===== src/rtl/register_file_param_if.sv =====
// Register file port bundle: write, reserve, clear and two read ports.
// Master drives requests/addresses; slave returns ready and read results.
interface register_file_param_if #(
    parameter int DATA_W = 16,
    parameter int ADDR_W = 3
);
    logic              clear_req;
    logic              rf_ready;
    logic              reg_write_en;
    logic [ADDR_W-1:0] reg_write_dest;
    logic [DATA_W-1:0] reg_write_data;
    logic              reg_reserve_en;
    logic [ADDR_W-1:0] reg_reserve_dest;
    logic [ADDR_W-1:0] reg_read_addr_1;
    logic [ADDR_W-1:0] reg_read_addr_2;
    logic [DATA_W-1:0] reg_read_data_1;
    logic [DATA_W-1:0] reg_read_data_2;
    logic              reg_read_pending_1;
    logic              reg_read_pending_2;

    modport master (
        output clear_req,
        output reg_write_en,
        output reg_write_dest,
        output reg_write_data,
        output reg_reserve_en,
        output reg_reserve_dest,
        output reg_read_addr_1,
        output reg_read_addr_2,
        input  rf_ready,
        input  reg_read_data_1,
        input  reg_read_data_2,
        input  reg_read_pending_1,
        input  reg_read_pending_2
    );

    modport slave (
        input  clear_req,
        input  reg_write_en,
        input  reg_write_dest,
        input  reg_write_data,
        input  reg_reserve_en,
        input  reg_reserve_dest,
        input  reg_read_addr_1,
        input  reg_read_addr_2,
        output rf_ready,
        output reg_read_data_1,
        output reg_read_data_2,
        output reg_read_pending_1,
        output reg_read_pending_2
    );
endinterface


===== src/rtl/register_file_param.sv =====
// Register file with pending scoreboard and a run-time clear sweep.
// Define REGFILE_BYPASS_EN to forward same-cycle write data to the reads.
module register_file_param #(
    parameter int DATA_W = 16,
    parameter int ADDR_W = 3
) (
    input logic                  clk,
    input logic                  rst,
    register_file_param_if.slave rf
);
    localparam int DEPTH = 1 << ADDR_W;

    typedef enum logic {CLEAR, RUN} state_t;

    state_t            state;
    logic [ADDR_W-1:0] clr_ptr;
    logic [DEPTH-1:0]  pending;
    logic [DATA_W-1:0] mem [DEPTH];

    logic run;
    logic wr_ok;
    logic rsv_ok;

    assign run = (state == RUN);
    assign rf.rf_ready = run;

    // A clear request on the same edge swallows any write or reserve.
    assign wr_ok = run && !rf.clear_req && rf.reg_write_en
                   && (rf.reg_write_dest != '0);
    assign rsv_ok = run && !rf.clear_req && rf.reg_reserve_en
                    && (rf.reg_reserve_dest != '0);

    always_ff @(posedge clk) begin
        if (rst) begin
            state   <= CLEAR;
            clr_ptr <= '0;
            pending <= '0;
        end else begin
            case (state)
                CLEAR: begin
                    clr_ptr <= clr_ptr + ADDR_W'(1);
                    if (clr_ptr == ADDR_W'(DEPTH - 1))
                        state <= RUN;
                end
                RUN: begin
                    if (rf.clear_req) begin
                        state   <= CLEAR;
                        clr_ptr <= '0;
                        pending <= '0;
                    end else begin
                        if (wr_ok)
                            pending[rf.reg_write_dest] <= 1'b0;
                        if (rsv_ok)
                            pending[rf.reg_reserve_dest] <= 1'b1;
                    end
                end
                default: state <= CLEAR;
            endcase
        end
    end

    // Data array has no reset; the CLEAR sweep zeroes it.
    always_ff @(posedge clk) begin
        if (!rst) begin
            if (!run)
                mem[clr_ptr] <= '0;
            else if (wr_ok)
                mem[rf.reg_write_dest] <= rf.reg_write_data;
        end
    end

    logic [1:0][ADDR_W-1:0] ra;
    logic [1:0][DATA_W-1:0] rd;
    logic [1:0]             rp;

    assign ra[0] = rf.reg_read_addr_1;
    assign ra[1] = rf.reg_read_addr_2;

    always_comb begin
        rd = '0;
        rp = '0;
        for (int i = 0; i < 2; i++) begin
            if (run && (ra[i] != '0)) begin
                rd[i] = mem[ra[i]];
                rp[i] = pending[ra[i]];
`ifdef REGFILE_BYPASS_EN
                if (rf.reg_write_en && (rf.reg_write_dest == ra[i])) begin
                    rd[i] = rf.reg_write_data;
                    rp[i] = rf.reg_reserve_en
                            && (rf.reg_reserve_dest == ra[i]);
                end
`endif
            end
        end
    end

    assign rf.reg_read_data_1    = rd[0];
    assign rf.reg_read_data_2    = rd[1];
    assign rf.reg_read_pending_1 = rp[0];
    assign rf.reg_read_pending_2 = rp[1];
endmodule


===== src/flat_wrapper.sv =====
// flat-port wrapper written by rule: the top's interface ports become plain ports
module register_file_param_flat 
#(
    parameter int DATA_W = 16,
    parameter int ADDR_W = 3
)
  (clk, rst, rf_clear_req, rf_reg_write_en, rf_reg_write_dest, rf_reg_write_data, rf_reg_reserve_en, rf_reg_reserve_dest, rf_reg_read_addr_1, rf_reg_read_addr_2, rf_rf_ready, rf_reg_read_data_1, rf_reg_read_data_2, rf_reg_read_pending_1, rf_reg_read_pending_2);
  register_file_param_if #(.DATA_W(DATA_W), .ADDR_W(ADDR_W)) rf_i ();
  input logic clk;
  input logic rst;
  input wire logic [$bits(rf_i.clear_req)-1:0] rf_clear_req;
  input wire logic [$bits(rf_i.reg_write_en)-1:0] rf_reg_write_en;
  input wire logic [$bits(rf_i.reg_write_dest)-1:0] rf_reg_write_dest;
  input wire logic [$bits(rf_i.reg_write_data)-1:0] rf_reg_write_data;
  input wire logic [$bits(rf_i.reg_reserve_en)-1:0] rf_reg_reserve_en;
  input wire logic [$bits(rf_i.reg_reserve_dest)-1:0] rf_reg_reserve_dest;
  input wire logic [$bits(rf_i.reg_read_addr_1)-1:0] rf_reg_read_addr_1;
  input wire logic [$bits(rf_i.reg_read_addr_2)-1:0] rf_reg_read_addr_2;
  output wire logic [$bits(rf_i.rf_ready)-1:0] rf_rf_ready;
  output wire logic [$bits(rf_i.reg_read_data_1)-1:0] rf_reg_read_data_1;
  output wire logic [$bits(rf_i.reg_read_data_2)-1:0] rf_reg_read_data_2;
  output wire logic [$bits(rf_i.reg_read_pending_1)-1:0] rf_reg_read_pending_1;
  output wire logic [$bits(rf_i.reg_read_pending_2)-1:0] rf_reg_read_pending_2;
  assign rf_i.clear_req = rf_clear_req;
  assign rf_i.reg_write_en = rf_reg_write_en;
  assign rf_i.reg_write_dest = rf_reg_write_dest;
  assign rf_i.reg_write_data = rf_reg_write_data;
  assign rf_i.reg_reserve_en = rf_reg_reserve_en;
  assign rf_i.reg_reserve_dest = rf_reg_reserve_dest;
  assign rf_i.reg_read_addr_1 = rf_reg_read_addr_1;
  assign rf_i.reg_read_addr_2 = rf_reg_read_addr_2;
  assign rf_rf_ready = rf_i.rf_ready;
  assign rf_reg_read_data_1 = rf_i.reg_read_data_1;
  assign rf_reg_read_data_2 = rf_i.reg_read_data_2;
  assign rf_reg_read_pending_1 = rf_i.reg_read_pending_1;
  assign rf_reg_read_pending_2 = rf_i.reg_read_pending_2;
  register_file_param #(.DATA_W(DATA_W), .ADDR_W(ADDR_W)) u_core (.clk(clk), .rst(rst), .rf(rf_i));
endmodule

===== config.mk =====
export PLATFORM = sky130hd
export DESIGN_NAME = register_file_param_flat
export DESIGN_NICKNAME = d
export VERILOG_FILES = /design/src/rtl/register_file_param_if.sv /design/src/rtl/register_file_param.sv /design/src/flat_wrapper.sv
export SDC_FILE = /design/constraint.sdc
export NUM_CORES = 1
export LEC_CHECK = 0
export ABC_AREA = 1
export BUFFER_PORTS_ARGS = -buffer_cell sky130_fd_sc_hd__buf_2
export CAP_MARGIN = 10
export CORE_ASPECT_RATIO = 1.2
export CORE_MARGIN = 2
export CORE_UTILIZATION = 57
export CTS_BUF_LIST = sky130_fd_sc_hd__clkbuf_8 sky130_fd_sc_hd__clkbuf_16
export DETAILED_ROUTE_END_ITERATION = 16
export GPL_ROUTABILITY_DRIVEN = 0
export PLACE_DENSITY = 0.77
export SLEW_MARGIN = 30
export SYNTH_ARGS = -nofsm -noshare
export SYNTH_HDL_FRONTEND = slang
export SYNTH_SLANG_ARGS = --single-unit

===== constraint.sdc =====
create_clock -name clk -period 4.9 [get_ports clk]
set_input_delay 0.735 -clock clk [delete_from_list [all_inputs] [get_ports clk]]
set_output_delay 0.735 -clock clk [all_outputs]
set_load 0.01 [all_outputs]

==> impl_metrics.toml, run 1 <==
[outcome]
outcome = "finished clean"

[clock_network]
path_clk_slew_ns = 0.06
insertion_delay_ns = 0.42
numCtsBuffers = 17
cts_root_buf = "clkbuf_16"
cts_tree = "yes"
cts-resized-gates = 0
cts.path.max_buffers = 2
ctsHoldBuffers = 0
postCtsSetupBuffers = 0
cts-htree-levels = 4
cts.sinks = 140

[timing]
setup_violations = 0
finalClockSkew_ns = 0.00914
tns_ns = 0
maxSlewViolCount = 0
grt_setup_unrepaired = "no"
layout_min_cycle_time_ns = 3.67
finalHoldViolations = 0
worst_pin_slew_ns = 0.932
fmaxAchievable_ghz = 0.272
slew_headroom_pct = 37.8
period_share_pct = 75.0

[synth]
mappedNetlistNets = 874
synth_warnings = 0
ys_seq_elements = 140
ys_seq_area_share_pct = 55.8
synth_ff_type = "edfxtp_1"
yosysTopAreaCell = "edfxtp_1"
yosys.cell_types.count = 27
synth_area_per_cell_sq_um = 8.73
synth_area_sq_um = 7320
synth.top_cells.by_count = "nand2_1 (146), o21ai_0 (141), edfxtp_1 (128)"
synthArstFlopShare_pct = 0
synth_edf_count = 128
synth_top_area_share_pct = 52.5
netlist_instances = 839
synth.top_cells.by_area = "edfxtp_1 (52%), o21ai_0 (9.6%), nand2_1 (7.5%)"
post-synth-top-count-cell = "nand2_1"

[pwr]
power.share.clock_pct = 45.3
power_mw = 2.90
pwr-share-seq_pct = 46.5
cellInternalPower_mw = 2.24
switching_share_pct = 22.8
leakage_nw = 3.25
ir_worst_vdd_v = 0.000235
power.density_nw_per_um2 = 348
switchingPower_mw = 0.659
pwr-share-comb_pct = 8.2

[floorplan]
num_io_pins = 68
start_util_pct = 58.1
row_count = 45
core_sq_um = 12600
dieWidth_microns = 107
die-area_sq_um = 13800
die_h_microns = 128

[drt]
dr_total_vias = 6592
drtIter0Drc = 689
firstDrtPassIters = 6
ant_nets = 0
viasPerCell = 6.21
drcViolationCount = 0
wirelength_mm = 20.2
wl_per_cell_microns = 19.0

[cells_and_area]
drive_above_1_share_pct = 13.8
nNetsFinal = 919
fin_area_sq_um = 8320
nFillCells = 979
synthToLayoutAreaGrowth_pct = 13.6
antenna_cells = 0

[global_routing]
grtUsageTotal_pct = 30.3
antenna_found_initial = 0
overflow = 0
grt_pass1_wl_mm = 31.7
grt_max_degree = 87
grt_pass1_vias = 6458

[min_path]
hp-class = "reg -> reg"

[critical_path]
critPathMaxFanout = 18
path_class = "in -> out"
cpMostUsedCell = "buf_2"
startpoint_type = "input pin"
arrival_ns = 2.94
endpoint_kind = "output pin"
critPathRequiredTime_ns = 4.16
slowest_stage = "a31oi_4"
cp_slowest_stage_delay_ns = 0.72
path_cells = "buf_2, inv_1, a31oi_4, nand2_1, nor2_1, buf_2"

[placed_design]
post_dp_cell_area_sq_um = 7710
dp_hpwl_mm = 12.4
portBuffers = 67

[run]
maxCapViolCount = 0
[cells by family (layout without fill, tap and decap cells)]
| kind of cell | Yosys count | count (layout) | synth area share, % |
|---|---|---|---|
| buffers and inverters | 145 | 203 | 8.10 |
| AND/OR/NAND/NOR | 293 | 293 | 16.3 |
| AO/OA/AOI/OAI | 259 | 259 | 19.5 |
| adder cells (fa/ha/maj) | 2 | 2 | 0.342 |
| flip-flops | 140 | 140 | 55.8 |
[area by class of cell]
class	instances	area, sq um	area share [%]
Clock inverter	15	180	2.17
Inverter	90	339	4.08
Sequential cell	140	4080	49.1
Tap cell	164	205	2.47
Multi-Input combinational cell	554	2650	31.8
Clock buffer	17	425	5.11
Timing Repair Buffer	81	440	5.29
[metal layers]
metal | track usage [%] | part of all wire [%]
met1 | 37.2 | 37
met2 | 51.4 | 49
met3 | 5.34 | 11
met4 | 15.2 | 3.6
met5 | 0 | 0
[flip-flops by register name, indices dropped and copies added, names as in the netlist]
| register | cells |
|---|---|
| u_core.rf.rf_ready | 1 |
| u_core.pending | 8 |
| u_core.clr_ptr | 3 |
| u_core.mem | 128 |
[critical path: cells and delay by family]
| kind | cells | cell delay (ns) |
|---|---|---|
| compound gates | 1 | 0.72 |
| simple gates | 2 | 0.35 |
| buf+inv | 3 | 1.12 |
[through the flow]
stage	utilization [%]	setup WS, ns	std cells	hold WS, ns
after global routing	66.0	1.24	1061	0.475
final	66.0	1.23	1061	0.455
after floorplan	-	2.35	839	0.415
after detailed placement	61.2	1.33	1029	0.437
after global placement	61.2	1.40	1029	0.429
after CTS	66.0	1.34	1061	0.460
[cells in the final DEF (no fill, tap or decap)]
cell,synthesis,layout
nand2_1,146,146
o21ai_0,141,141
edfxtp_1,128,128
nor2_1,95,95
inv_1,84,85
a21oi_1,77,77
buf_2,23,67
nand3_1,38,38
o211ai_1,34,34
clkbuf_16,0,17
buf_4,3,14
dfxtp_1,12,12
clkinv_2,1,6
nand4_1,6,6
inv_2,5,5
bufinv_16,0,4
o21ai_1,3,3
a31oi_4,2,2
nand2_2,2,2
and3_1,2,2
nor3_1,2,2
ha_1,2,2
clkinvlp_4,0,2
clkinv_1,0,2
nand3_2,1,1
nand3_4,1,1
o21ai_2,1,1
o211ai_2,1,1
clkinv_4,0,1
[power groups by stage]
stage	combinational, mW	clock, mW	sequential (mW)
after global routing	0.260	1.36	1.35
final	0.238	1.31	1.35
after floorplan	0.158	0	1.37
after detailed placement	0.230	0	1.37
after CTS	0.232	1.31	1.34
after global placement	0.221	0	1.37
[worst paths after layout]
check	slack, ns	depth (start not counted)	startpoint	to
max	1.23	6	rf_reg_read_addr_2[2]	rf_reg_read_data_2[14]
max reg2reg	2.15	7	u_core.rf.rf_ready$_SDFF_PP0_	u_core.mem[5][14]$_DFFE_PP_
min reg2reg	0.45	2	u_core.pending[2]$_SDFFE_PP0P_	u_core.pending[2]$_SDFFE_PP0P_
min	0.45	2	u_core.pending[2]$_SDFFE_PP0P_	u_core.pending[2]$_SDFFE_PP0P_
Note: power is estimated with default switching activity, not from simulation.
==> inputs of run 2 (changes only) <==
CORE_UTILIZATION = 54   (was 57)
PLACE_DENSITY = 0.76   (was 0.77)
clock period = 3 ns   (was 4.9 ns; I/O delays follow)
==> impl_metrics.toml, run 2 (synthesis gave the netlist of run 1 again) <==
[critical_path]
slowest_stage = "a31oi_4"
critPathMaxFanout = 17
r2r_cells = 7
critPathRequiredTime_ns = 2.55
path_buf_inv = 2
arrival_ns = 2.12
path_cells = "inv_2, a31oi_4, nand2_1, nor2_1, buf_2"
cp.depth = 5
path_class = "reg -> out"
crit_path_end = "rf_reg_read_data_1[12]"
startpoint_type = "flip-flop"
rr_startpoint = "u_core.rf.rf_ready$_SDFF_PP0_"
worstSetupStartpoint = "u_core.rf.rf_ready$_SDFF_PP0_"
endpoint_kind = "output pin"
rrSetupSlack_ns = 0.88
r2r-end = "u_core.mem[1][9]$_DFFE_PP_"
cp_slowest_stage_delay_ns = 0.56
crit_family = "compound AO/OA/AOI/OAI gates"

[pwr]
power.density_nw_per_um2 = 569
ir_worst_vdd_v = 0.000383
leakage_nw = 3.32

[timing]
tns_ns = 0
fmaxAchievable_ghz = 0.389
whs_ns = 0.326
grt_setup_unrepaired = "no"
period_share_pct = 85.6
slew_headroom_pct = 45.4
maxSlewViolCount = 0
setup_violations = 0
worst_pin_slew_ns = 0.819
layout_min_cycle_time_ns = 2.57
finalClockSkew_ns = 0.00349
finalHoldViolations = 0

[floorplan]
start_util_pct = 55.3
die_h_microns = 132
core_sq_um = 13200
dieWidth_microns = 110
die-area_sq_um = 14500
row_count = 46
num_io_pins = 68

[drt]
drtIter0Drc = 814
wl_per_cell_microns = 17.9
viasPerCell = 5.77
dr_total_vias = 6213
wirelength_mm = 19.2
firstDrtPassIters = 6
drcViolationCount = 0
ant_nets = 0

[cells_and_area]
drive_above_1_share_pct = 14.9
antenna_cells = 0
final_cell_mix = "nand2_1 (146), o21ai_0 (141), edfxtp_1 (128)"
postLayoutCoreUtil_pct = 63.9
fin_area_sq_um = 8450
synthToLayoutAreaGrowth_pct = 15.4
largest_reg_flops = 128
top_regs = "u_core.mem: 128 flops, u_core.pending: 8 flops, u_core.clr_ptr: 3 flops"
regArea_sq_um = 4080
fin_cells = 1077
final_common_cell = "nand2_1"
nFillCells = 1068
regMostFlops = "u_core.mem"
multi_input_area_sq_um = 2650
nNetsFinal = 931

[outcome]
outcome = "finished clean"

[clock_network]
cts-resized-gates = 0
insertion_delay_ns = 0.41
cts_root_buf = "clkbuf_16"
cts-htree-levels = 4
cts.sinks = 140
path_clk_slew_ns = 0.05
ctsHoldBuffers = 0
postCtsSetupBuffers = 0
cts.path.max_buffers = 2
cts_tree = "yes"
numCtsBuffers = 17

[placed_design]
dp.cells = 1045
dp_hpwl_mm = 12.2
post_dp_cell_area_sq_um = 7820
portBuffers = 67

[run]
maxCapViolCount = 0

[min_path]
hp-class = "in -> reg"
worstHoldStart = "rst"

[global_routing]
grt_max_degree = 87
antenna_found_initial = 0
grtUsageTotal_pct = 27.3
overflow = 0
grt_pass1_wl_mm = 29.7
grt_pass1_vias = 5694
==> run 2: cell count changes in the layout (fill, tap and decap cells not counted), sizes merged <==
cell      before  now
clkinvlp       2    3
bufinv         4    5
inv           90   92
buf           81   93
clkinv         9    5
==> run 2: report_power, final <==
group	internal (mW)	total, mW	leakage [nW]	switching (mW)
logic	0.120	0.392	1.91	0.272
clock network	1.46	2.23	0.310	0.768
registers	2.17	2.20	1.10	0.0237
total	3.75	4.81	3.32	1.06
==> run 2: worst min path at each step <==
stage	to	slack [ns]	depth (start not counted)
2_1_floorplan	u_core.pending[0]$_SDFFE_PP0P_	0.42	2
3_5_place_dp	u_core.pending[2]$_SDFFE_PP0P_	0.45	2
5_1_grt	u_core.pending[4]$_SDFFE_PP0P_	0.34	2
6_report	u_core.pending[6]$_SDFFE_PP0P_	0.33	2
3_3_place_gp	u_core.pending[2]$_SDFFE_PP0P_	0.44	2
4_1_cts	u_core.pending[6]$_SDFFE_PP0P_	0.32	2
==> run 2: cell type report <==
class                           instances  share of cell area (%)
Clock buffer                           17                    5.03
Clock inverter                         15                    2.44
Inverter                               90                    4.01
Multi-Input combinational cell        554                    31.3
Sequential cell                       140                    48.3
Tap cell                              168                    2.49
Timing Repair Buffer                   93                    6.42
==> run 2: per-stage QoR <==
stage / setup WS (ns) / total power, mW
global route: 0.355 / 4.96
finish: 0.432 / 4.81
CTS: 0.473 / 4.82
global placement: 0.570 / 2.61
floorplan: 0.737 / 2.49
detailed placement: 0.510 / 2.62
==> run 2: routing by layer <==
metal / share of wire [%] / GRT usage [%]
met5: 0 / 0
met2: 48 / 43.1
met3: 8.5 / 4.51
met4: 2.9 / 9.03
met1: 41 / 38.3
